### config.mk
export PLATFORM = sky130hd
export DESIGN_NAME = fetch_stage_flat
export DESIGN_NICKNAME = d
export VERILOG_FILES = /design/src/rtl/fetch_if.sv /design/src/rtl/fetch_stage.sv /design/src/flat_wrapper.sv
export SDC_FILE = /design/constraint.sdc
export NUM_CORES = 1
export LEC_CHECK = 0
export CORE_UTILIZATION = 50
export DETAILED_ROUTE_END_ITERATION = 8
export GPL_ROUTABILITY_DRIVEN = 0
export GPL_TIMING_DRIVEN = 0
export PLACE_DENSITY_LB_ADDON = 0.25
export SLEW_MARGIN = 15
export SYNTH_ARGS = -nofsm -noshare
export SYNTH_HDL_FRONTEND = slang
export SYNTH_SLANG_ARGS = --single-unit
### constraint.sdc
create_clock -name CLK -period 10.3 [get_ports CLK]
set_clock_uncertainty 0.15 [all_clocks]
set_input_delay 1.03 -clock CLK [delete_from_list [all_inputs] [get_ports CLK]]
set_output_delay 1.03 -clock CLK [all_outputs]
set_load 0.05 [all_outputs]
### src/rtl/fetch_if.sv
// Fetch stage port bundle: imem bus, hazard controls,
// BTB training pulse and the fetch/decode pipeline register.
interface fetch_if;
  logic        ihit;
  logic [31:0] imemload;
  logic [31:0] imemaddr;
  logic        imemREN;
  logic        freeze;
  logic        flush;
  logic [31:0] redirect_pc;
  logic        halt;
  logic        upd_valid;
  logic [31:0] upd_pc;
  logic        upd_taken;
  logic [31:0] upd_target;
  logic [31:0] fetch_imemload;
  logic [31:0] fetch_PC;
  logic [31:0] fetch_NPC;
  logic        fetch_branch_taken;
  logic [31:0] fetch_pred_branch_addr;

  modport master (
    input  ihit, imemload,
    input  freeze, flush, redirect_pc, halt,
    input  upd_valid, upd_pc, upd_taken, upd_target,
    output imemaddr, imemREN,
    output fetch_imemload, fetch_PC, fetch_NPC,
    output fetch_branch_taken, fetch_pred_branch_addr
  );

  modport slave (
    output ihit, imemload,
    output freeze, flush, redirect_pc, halt,
    output upd_valid, upd_pc, upd_taken, upd_target,
    input  imemaddr, imemREN,
    input  fetch_imemload, fetch_PC, fetch_NPC,
    input  fetch_branch_taken, fetch_pred_branch_addr
  );
endinterface

### src/rtl/fetch_stage.sv
// Instruction fetch: PC register, direct-mapped BTB with
// 2-bit counters, and the fetch/decode pipeline register.
module fetch_stage #(
  parameter int unsigned BTB_ENTRIES = 8,
  parameter logic [31:0] PC_INIT     = 32'h0
) (
  input  logic    CLK,
  input  logic    nRST,
  fetch_if.master fif
);
  localparam int IDX = $clog2(BTB_ENTRIES);
  localparam int TW  = 30 - IDX;

  typedef struct packed {
    logic [31:0] imemload;
    logic [31:0] pc;
    logic [31:0] npc;
    logic        taken;
    logic [31:0] pred;
  } if_id_t;

  logic [31:0] pc_q, pc_d;
  if_id_t      fr_q, fr_d;
  logic        halted_q, halted_d;

  logic          valid_q [BTB_ENTRIES];
  logic [TW-1:0] tag_q   [BTB_ENTRIES];
  logic [31:0]   tgt_q   [BTB_ENTRIES];
  logic [1:0]    ctr_q   [BTB_ENTRIES];

  logic [IDX-1:0] l_idx;
  logic [TW-1:0]  l_tag;
  logic           pred_taken;
  logic [31:0]    pc_plus4;
  logic [31:0]    pred_addr;
  logic [31:0]    next_pc;

  assign l_idx      = pc_q[IDX+1:2];
  assign l_tag      = pc_q[31:IDX+2];
  assign pred_taken = valid_q[l_idx]
                    & (tag_q[l_idx] == l_tag)
                    & ctr_q[l_idx][1];
  assign pc_plus4   = pc_q + 32'd4;
  assign pred_addr  = pred_taken ? tgt_q[l_idx] : 32'h0;
  assign next_pc    = pred_taken ? tgt_q[l_idx] : pc_plus4;

  assign fif.imemaddr = pc_q;
  assign fif.imemREN  = ~halted_q;

  assign fif.fetch_imemload         = fr_q.imemload;
  assign fif.fetch_PC               = fr_q.pc;
  assign fif.fetch_NPC              = fr_q.npc;
  assign fif.fetch_branch_taken     = fr_q.taken;
  assign fif.fetch_pred_branch_addr = fr_q.pred;

  assign halted_d = halted_q | fif.halt;

  // Halt outranks a redirect; a redirect outranks a stall.
  always_comb begin
    pc_d = pc_q;
    fr_d = fr_q;
    if (halted_q || fif.halt) begin
      pc_d = pc_q;
    end else if (fif.flush && fif.ihit) begin
      pc_d = fif.redirect_pc;
      fr_d = '0;
    end else if (fif.freeze) begin
      pc_d = pc_q;
    end else if (fif.ihit) begin
      pc_d          = next_pc;
      fr_d.imemload = fif.imemload;
      fr_d.pc       = pc_q;
      fr_d.npc      = pc_plus4;
      fr_d.taken    = pred_taken;
      fr_d.pred     = pred_addr;
    end
  end

  always_ff @(posedge CLK or negedge nRST) begin
    if (!nRST) begin
      pc_q     <= PC_INIT;
      fr_q     <= '0;
      halted_q <= 1'b0;
    end else begin
      pc_q     <= pc_d;
      fr_q     <= fr_d;
      halted_q <= halted_d;
    end
  end

  logic [IDX-1:0] u_idx;
  logic [TW-1:0]  u_tag;
  logic           u_match;
  logic           u_hit;
  logic           u_alloc;
  logic           u_we;
  logic [1:0]     u_ctr;
  logic [31:0]    u_tgt;
  logic           unused_upd_lsb;

  assign u_idx   = fif.upd_pc[IDX+1:2];
  assign u_tag   = fif.upd_pc[31:IDX+2];
  assign u_match = valid_q[u_idx] & (tag_q[u_idx] == u_tag);
  assign u_hit   = fif.upd_valid & u_match;
  assign u_alloc = fif.upd_valid & ~u_match & fif.upd_taken;
  assign unused_upd_lsb = ^fif.upd_pc[1:0];

  // A not-taken miss leaves the entry alone.
  always_comb begin
    u_we  = 1'b0;
    u_ctr = ctr_q[u_idx];
    u_tgt = tgt_q[u_idx];
    unique case (1'b1)
      u_hit: begin
        u_we = 1'b1;
        if (fif.upd_taken) begin
          u_tgt = fif.upd_target;
          if (ctr_q[u_idx] != 2'b11)
            u_ctr = ctr_q[u_idx] + 2'd1;
        end else if (ctr_q[u_idx] != 2'b00) begin
          u_ctr = ctr_q[u_idx] - 2'd1;
        end
      end
      u_alloc: begin
        u_we  = 1'b1;
        u_ctr = 2'b10;
        u_tgt = fif.upd_target;
      end
      default: u_we = 1'b0;
    endcase
  end

  always_ff @(posedge CLK or negedge nRST) begin
    if (!nRST) begin
      for (int i = 0; i < BTB_ENTRIES; i++) begin
        valid_q[i] <= 1'b0;
        tag_q[i]   <= '0;
        tgt_q[i]   <= '0;
        ctr_q[i]   <= 2'b01;
      end
    end else if (u_we) begin
      valid_q[u_idx] <= 1'b1;
      tag_q[u_idx]   <= u_tag;
      tgt_q[u_idx]   <= u_tgt;
      ctr_q[u_idx]   <= u_ctr;
    end
  end
endmodule

### src/flat_wrapper.sv
// flat-port wrapper written by rule: the top's interface ports become plain ports
module fetch_stage_flat 
#(
  parameter int unsigned BTB_ENTRIES = 8,
  parameter logic [31:0] PC_INIT     = 32'h0
)
  (CLK, nRST, fif_ihit, fif_imemload, fif_freeze, fif_flush, fif_redirect_pc, fif_halt, fif_upd_valid, fif_upd_pc, fif_upd_taken, fif_upd_target, fif_imemaddr, fif_imemREN, fif_fetch_imemload, fif_fetch_PC, fif_fetch_NPC, fif_fetch_branch_taken, fif_fetch_pred_branch_addr);
  fetch_if fif_i ();
  input  logic CLK;
  input  logic nRST;
  input wire logic [$bits(fif_i.ihit)-1:0] fif_ihit;
  input wire logic [$bits(fif_i.imemload)-1:0] fif_imemload;
  input wire logic [$bits(fif_i.freeze)-1:0] fif_freeze;
  input wire logic [$bits(fif_i.flush)-1:0] fif_flush;
  input wire logic [$bits(fif_i.redirect_pc)-1:0] fif_redirect_pc;
  input wire logic [$bits(fif_i.halt)-1:0] fif_halt;
  input wire logic [$bits(fif_i.upd_valid)-1:0] fif_upd_valid;
  input wire logic [$bits(fif_i.upd_pc)-1:0] fif_upd_pc;
  input wire logic [$bits(fif_i.upd_taken)-1:0] fif_upd_taken;
  input wire logic [$bits(fif_i.upd_target)-1:0] fif_upd_target;
  output wire logic [$bits(fif_i.imemaddr)-1:0] fif_imemaddr;
  output wire logic [$bits(fif_i.imemREN)-1:0] fif_imemREN;
  output wire logic [$bits(fif_i.fetch_imemload)-1:0] fif_fetch_imemload;
  output wire logic [$bits(fif_i.fetch_PC)-1:0] fif_fetch_PC;
  output wire logic [$bits(fif_i.fetch_NPC)-1:0] fif_fetch_NPC;
  output wire logic [$bits(fif_i.fetch_branch_taken)-1:0] fif_fetch_branch_taken;
  output wire logic [$bits(fif_i.fetch_pred_branch_addr)-1:0] fif_fetch_pred_branch_addr;
  assign fif_i.ihit = fif_ihit;
  assign fif_i.imemload = fif_imemload;
  assign fif_i.freeze = fif_freeze;
  assign fif_i.flush = fif_flush;
  assign fif_i.redirect_pc = fif_redirect_pc;
  assign fif_i.halt = fif_halt;
  assign fif_i.upd_valid = fif_upd_valid;
  assign fif_i.upd_pc = fif_upd_pc;
  assign fif_i.upd_taken = fif_upd_taken;
  assign fif_i.upd_target = fif_upd_target;
  assign fif_imemaddr = fif_i.imemaddr;
  assign fif_imemREN = fif_i.imemREN;
  assign fif_fetch_imemload = fif_i.fetch_imemload;
  assign fif_fetch_PC = fif_i.fetch_PC;
  assign fif_fetch_NPC = fif_i.fetch_NPC;
  assign fif_fetch_branch_taken = fif_i.fetch_branch_taken;
  assign fif_fetch_pred_branch_addr = fif_i.fetch_pred_branch_addr;
  fetch_stage #(.BTB_ENTRIES(BTB_ENTRIES), .PC_INIT(PC_INIT)) u_core (.CLK(CLK), .nRST(nRST), .fif(fif_i));
endmodule
**Yosys cells after proc, flatten, opt, wreduce, memory -nomap -nowiden**

Cells that the tools add are included.

- Magnitude comparators: 3
- Divide/modulo/power cells: 0
- $add $sub $neg: 3
- Muxes and demuxes: 50
- Multipliers: 0
- Reduce and logical (&&, ||, !) cells: 7
- Eq/ne operators: 4
- Bitwise logic cells: 13
- Shift-type cells: 0

Operator list:

| kind | number |
|---|---|
| two-way mux 129 bit | 3 |
| two-way mux 32 bit | 11 |
| bitwise mux 256 bit | 1 |
| bitwise mux 216 bit | 1 |
| binary-select mux 32 bit (select 3 bit) | 2 |
| binary-select mux 27 bit (select 3 bit) | 2 |
| two-way mux 27 bit | 5 |
| demux 32 bit (select 3 bit) | 1 |
| demux 27 bit (select 3 bit) | 1 |
| case mux 32 bit (2 select lines) | 1 |
| equality test 27 bit | 2 |
| adder 32 x 3 -> 32 bit (second input constant) | 1 |
| bitwise mux 16 bit | 1 |
| two-way mux 2 bit | 8 |
| binary-select mux 2 bit (select 3 bit) | 2 |
| greater-or-equal comparator 4 bit (second input constant) | 2 |
| inverter 3 -> 4 bit | 2 |
| OR 8 bit | 1 |
| AND 1 bit | 6 |
| binary-select mux 1 bit (select 3 bit) | 2 |
| demux 2 bit (select 3 bit) | 1 |
| two-way mux 1 bit | 6 |
| < comparator 4 x 1 -> 1 bit (second input constant) | 1 |
| case mux 2 bit (2 select lines) | 1 |
| other kinds (12) | 16 |

- Output and inout port bits: 162
- Memory bits (read-only): 0
- Memories kept: 0
- Bits of input ports: 136
- Memory bits (writable): 0
- Flip-flop bits (word level): 658
- Bits in latches: 0

**Logic depth before layout (Yosys ltp)**

- Word-level depth: 11
- Gate-level depth with buffers: 15
- Depth with buffers taken out: 10

**Worst setup path after synthesis**

Ideal clock, no wire load.

- Path type: in2reg
- Start: input port fif_upd_pc[3]
- End: register u_core.tag_q[78] (netlist name)
- Arrival time: 3.916 ns
- Stages: 13
- Path buffers: 6
- Path slack: 6.106 ns
- Required time: 10.022 ns
- Path through: buf_2 -> buf_4 -> buf_2 -> buf_2 -> mux2i_1 -> xnor2_1 -> nor4_1 -> nand4_1 -> nor4_4 -> o21ai_2 -> buf_2 -> buf_2 -> mux2_1

- Longest elaborated chain between the ends: 11

Ends and longest elaborated chain:

| item | RTL line | source |
|---|---|---|
| start: declaration | flat_wrapper.sv:18 | `input wire logic [$bits(fif_i.upd_pc)-1:0] fif_upd_pc;` |
| inverter 3 -> 4 bit (not written as such) (*) | fetch_stage.sv:103, fetch_stage.sv:143 |  |
| binary-select mux 27 bit (select 3 bit) | fetch_stage.sv:103 | `assign u_match = valid_q[u_idx] & (tag_q[u_idx] == u_tag);` |
| two-way mux 27 bit (not written as such) (2 in series) | fetch_stage.sv:103 |  |
| equality test 27 bit | fetch_stage.sv:103 |  |
| AND 1 bit | fetch_stage.sv:103 |  |
| inverter 1 bit | fetch_stage.sv:105 | `assign u_alloc = fif.upd_valid & ~u_match & fif.upd_taken;` |
| AND 1 bit (2 in series) | fetch_stage.sv:105 |  |
| OR reduction 2 bit (no line) | - |  |
| two-way mux 1 bit | fetch_stage.sv:113 | `unique case (1'b1)` |
| end signal: indexed assignment | fetch_stage.sv:143 | `tag_q[u_idx] <= u_tag;` |
| end: declaration | fetch_stage.sv:27 | `logic [TW-1:0] tag_q [BTB_ENTRIES];` |

Mark *: on every way between the ends. The rest lies on a longest branch, timed or not. The select of a mux whose other input is x is not followed.
A chain may end at the register's enable or synchronous reset.

**Worst setup path in the final report**

- Start: input port fif_upd_pc[4]
- End: register u_core.tgt_q[113] (netlist name)

- Longest elaborated chain between the ends: 11

Ends and longest elaborated chain:

| item | RTL line | source |
|---|---|---|
| inverter 3 -> 4 bit (not written as such) (*) | fetch_stage.sv:103, fetch_stage.sv:112, fetch_stage.sv:144 |  |
| binary-select mux 27 bit (select 3 bit) | fetch_stage.sv:103 |  |
| two-way mux 27 bit (not written as such) (2 in series) | fetch_stage.sv:103 |  |
| equality test 27 bit | fetch_stage.sv:103 |  |
| AND 1 bit | fetch_stage.sv:103 |  |
| inverter 1 bit | fetch_stage.sv:105 |  |
| AND 1 bit (2 in series) | fetch_stage.sv:105 |  |
| case mux 32 bit (2 select lines) / OR reduction 2 bit (equally long branches) | - |  |
| bitwise mux 256 bit / two-way mux 1 bit (equally long branches) | fetch_stage.sv:144, fetch_stage.sv:113 |  |
| end signal: indexed assignment | fetch_stage.sv:144 | `tgt_q[u_idx] <= u_tgt;` |
| end: declaration | fetch_stage.sv:28 | `logic [31:0] tgt_q [BTB_ENTRIES];` |

Marked as above.

==> results_dict.tcl <==
set metrics [dict create \
    synth-seq-area-share_pct 49.2 \
    grt_pass1_wl_um 186000 \
    cp_max_fo 10 \
    vias 28500 \
    dp.final_hpwl_um 88800 \
    rsz0062_at_grt "no" \
    grtUsageTotal_pct 37.6 \
    ir_worst_vdd_mv 0.141 \
    ys_ff_latch 656 \
    synth_edf_count 0 \
    synth_cell_types 65 \
    fin_crit_ns 6.78 \
    coreArea_mm2 0.0659 \
    ctsHoldBuffers 0 \
    drc 0 \
    status "complete, no violations" \
    die_w_um 260 \
    antenna_left 0 \
    portBuffers 269 \
    htree_levels 3 \
    top_layer "met5" \
    die-area_mm2 0.0678 \
    wirelength_um 127000 \
    slew_headroom_pct 15.5 \
    grt_max_degree 102 \
    synthArstFlopShare_pct 100 \
    rows 94 \
    path_clk_slew_ns 0.06 \
    io_pins 298 \
    slew_violations 0 \
    nets 3489 \
    syn-num-nets 3140 \
    dpl_cell_area_mm2 0.0373 \
    overflow 0 \
    tritoncts "built" \
    path_class "in -> reg" \
    wl_met1_um 45600 \
    fin_tns_setup_ns 0 \
    hold_viol_final 0 \
    syn-cell-area_mm2 0.0334 \
    ys.warnings.count 0 \
    syn-mean-instance-area_um2 11.1 \
    grt_pass1_vias 28300 \
    grt_antenna_before_repair 13 \
    drtIter0Drc 4136 \
    ys.flop_type "dfrtp_1" \
    clockBufferDepth 3 \
    via_per_inst 6.65 \
    hold_path_class "in -> async" \
    wl_met3_um 16900 \
    clock_sinks 656 \
    clock.fmax_mhz 148 \
    max_slew.worst_pin.slew_ns 1.23 \
    p_per_area_mw_per_mm2 192 \
    drv_cap 0 \
    worst_setup_path_end_kind "register" \
    finalPower_uw 7590 \
    fin_crit_sh_pct 65.8 \
    first_pass_iters 9 \
    required_ns 10.70 \
    wire_per_inst_um 29.6 \
    worstSkewPairLatency_ns 0.64 \
    setup_viol 0 \
    dieHeight_um 260 \
    p_leak_uw 0.0170 \
    start_util_pct 50.6 \
    cts_buffers 72 \
    synth_cells 3003 \
    root_buffer "clkbuf_16" \
    post-cts-setup-buffers 0 \
    cp.arrival_ns 7.18 \
    ctsResizeCount 0 \
    drive_gt1_share_pct 18.9 \
    wl_met2_um 55800 \
    areaGrowthSynthToFinish_pct 18.8 \
    post-route-cell-area_mm2 0.0396 \
    cp-start-kind "primary input" \
]
[path summary, 6_finish.rpt]
path                                          startpoint                                     to  slack [ns]  depth (start not counted)
hold / removal                                      nRST                      u_core.tgt_q[238]        0.32                          1
min in group CLK           u_core.fif.fetch_imemload[28]          u_core.fif.fetch_imemload[28]        0.32                          2
max in group asynchronous                           nRST                      u_core.tag_q[144]        7.68                          4
setup / recovery                           fif_upd_pc[4]                      u_core.tgt_q[113]        3.52                         15
hold reg to reg            u_core.fif.fetch_imemload[28]          u_core.fif.fetch_imemload[28]        0.32                          2
setup reg to reg                  u_core.fif.imemaddr[3]  u_core.fif.fetch_pred_branch_addr[27]        3.94                         11
[cell usage after synthesis (47+ instances only)]
cell        n  area (um2)
nor2_1    143         537
mux2i_1   140        1400
nand3_1    80         400
mux2_2    262        2950
o22ai_1    47         294
nand2_1   471        1770
a21oi_1   152         761
buf_2      64         320
xnor2_1    58         508
mux4_2    165        3720
dfrtp_1   648       16200
o21ai_0   286        1430
clkbuf_1  157         589
[report_power, final]
part | leakage [uW] | switching, uW | total [uW] | internal, uW
sequential | 0.00838 | 344 | 3320 | 2970
clock | 0.00113 | 1080 | 2570 | 1490
combinational | 0.00745 | 912 | 1700 | 785
[layer usage]
metal	track usage, %	vias to the layer above
li1	-	11500
met1	47.5	14200
met2	55.4	2187
met3	13.5	532
met4	22.5	12
met5	0	-
[logic make-up (layout without fill, tap and decap cells)]
family | Yosys count | in the layout | synth area share, %
AND/OR/NAND/NOR | 791 | 791 | 10.0
other | 0 | 8 | 0
buffers and inverters | 297 | 700 | 3.78
flip-flops | 656 | 656 | 49.2
adder cells (fa/ha/maj) | 2 | 2 | 0.0675
AO/OA/AOI/OAI | 615 | 615 | 10.7
XOR/XNOR | 73 | 73 | 1.92
multiplexers | 569 | 569 | 24.3
[worst max-delay path, cell delays in order]
cell and delay [ns]:
clkdlybuf4s50_1 0.78, buf_4 0.30, buf_6 0.21, buf_6 0.21, buf_2 0.39, mux4_2 0.36
mux2i_1 0.19, xnor2_1 0.14, nor4_1 0.65, nand3_1 0.19, nor4_2 0.79, nand2_1 0.52
clkbuf_1 0.63, o2bb2a_1 0.56, o21ai_0 0.20
[through the flow]
stage	worst slack (ns)	util, %	hold WS [ns]	cells
floorplan	6.11	-	0.294	3003
global placement	-20.21	56.4	0.300	4136
detailed placement	3.26	56.6	0.307	4142
CTS	3.86	60.1	0.317	4270
global route	3.30	60.2	0.348	4275
finish	3.52	60.2	0.318	4278
[cell type report]
cell class,count,area [um2]
inverters,17,63.8
clock inverters,18,183
plain buffers,280,1200
well taps,864,1080
multi-input cells,2050,15700
flip-flops and latches,656,16400
repair buffers,275,2860
fillers,5352,26200
clock buffers,110,2120
diodes,8,20.0
[flip-flops by register name (all words and copies together), names as in the netlist]
signal / count
u_core.ctr_q: 16
u_core.halted_q: 1
u_core.fif.fetch_imemload: 32
u_core.fif.fetch_PC: 30
u_core.fif.fetch_pred_branch_addr: 32
u_core.fif.fetch_NPC: 32
u_core.fif.fetch_branch_taken: 1
u_core.fif.imemaddr: 32
u_core.tgt_q: 256
u_core.tag_q: 216
u_core.valid_q: 8
[placed cells by master (no fill, tap or decap), drive strengths merged, types with 17 or more instances in the layout]
cell type,instances
dfrtp,648
nand3,80
mux4,165
a22oi,20
nand2,471
o2bb2a,22
o221ai,19
nor3,18
mux2i,140
clkdlybuf4s50,268
xnor2,58
a21oi,152
o22ai,47
nand2b,17
inv,20
clkbuf,269
buf,128
o21ai,294
nor2,143
mux2,264
No activity file was read; power rests on OpenSTA's default activity.
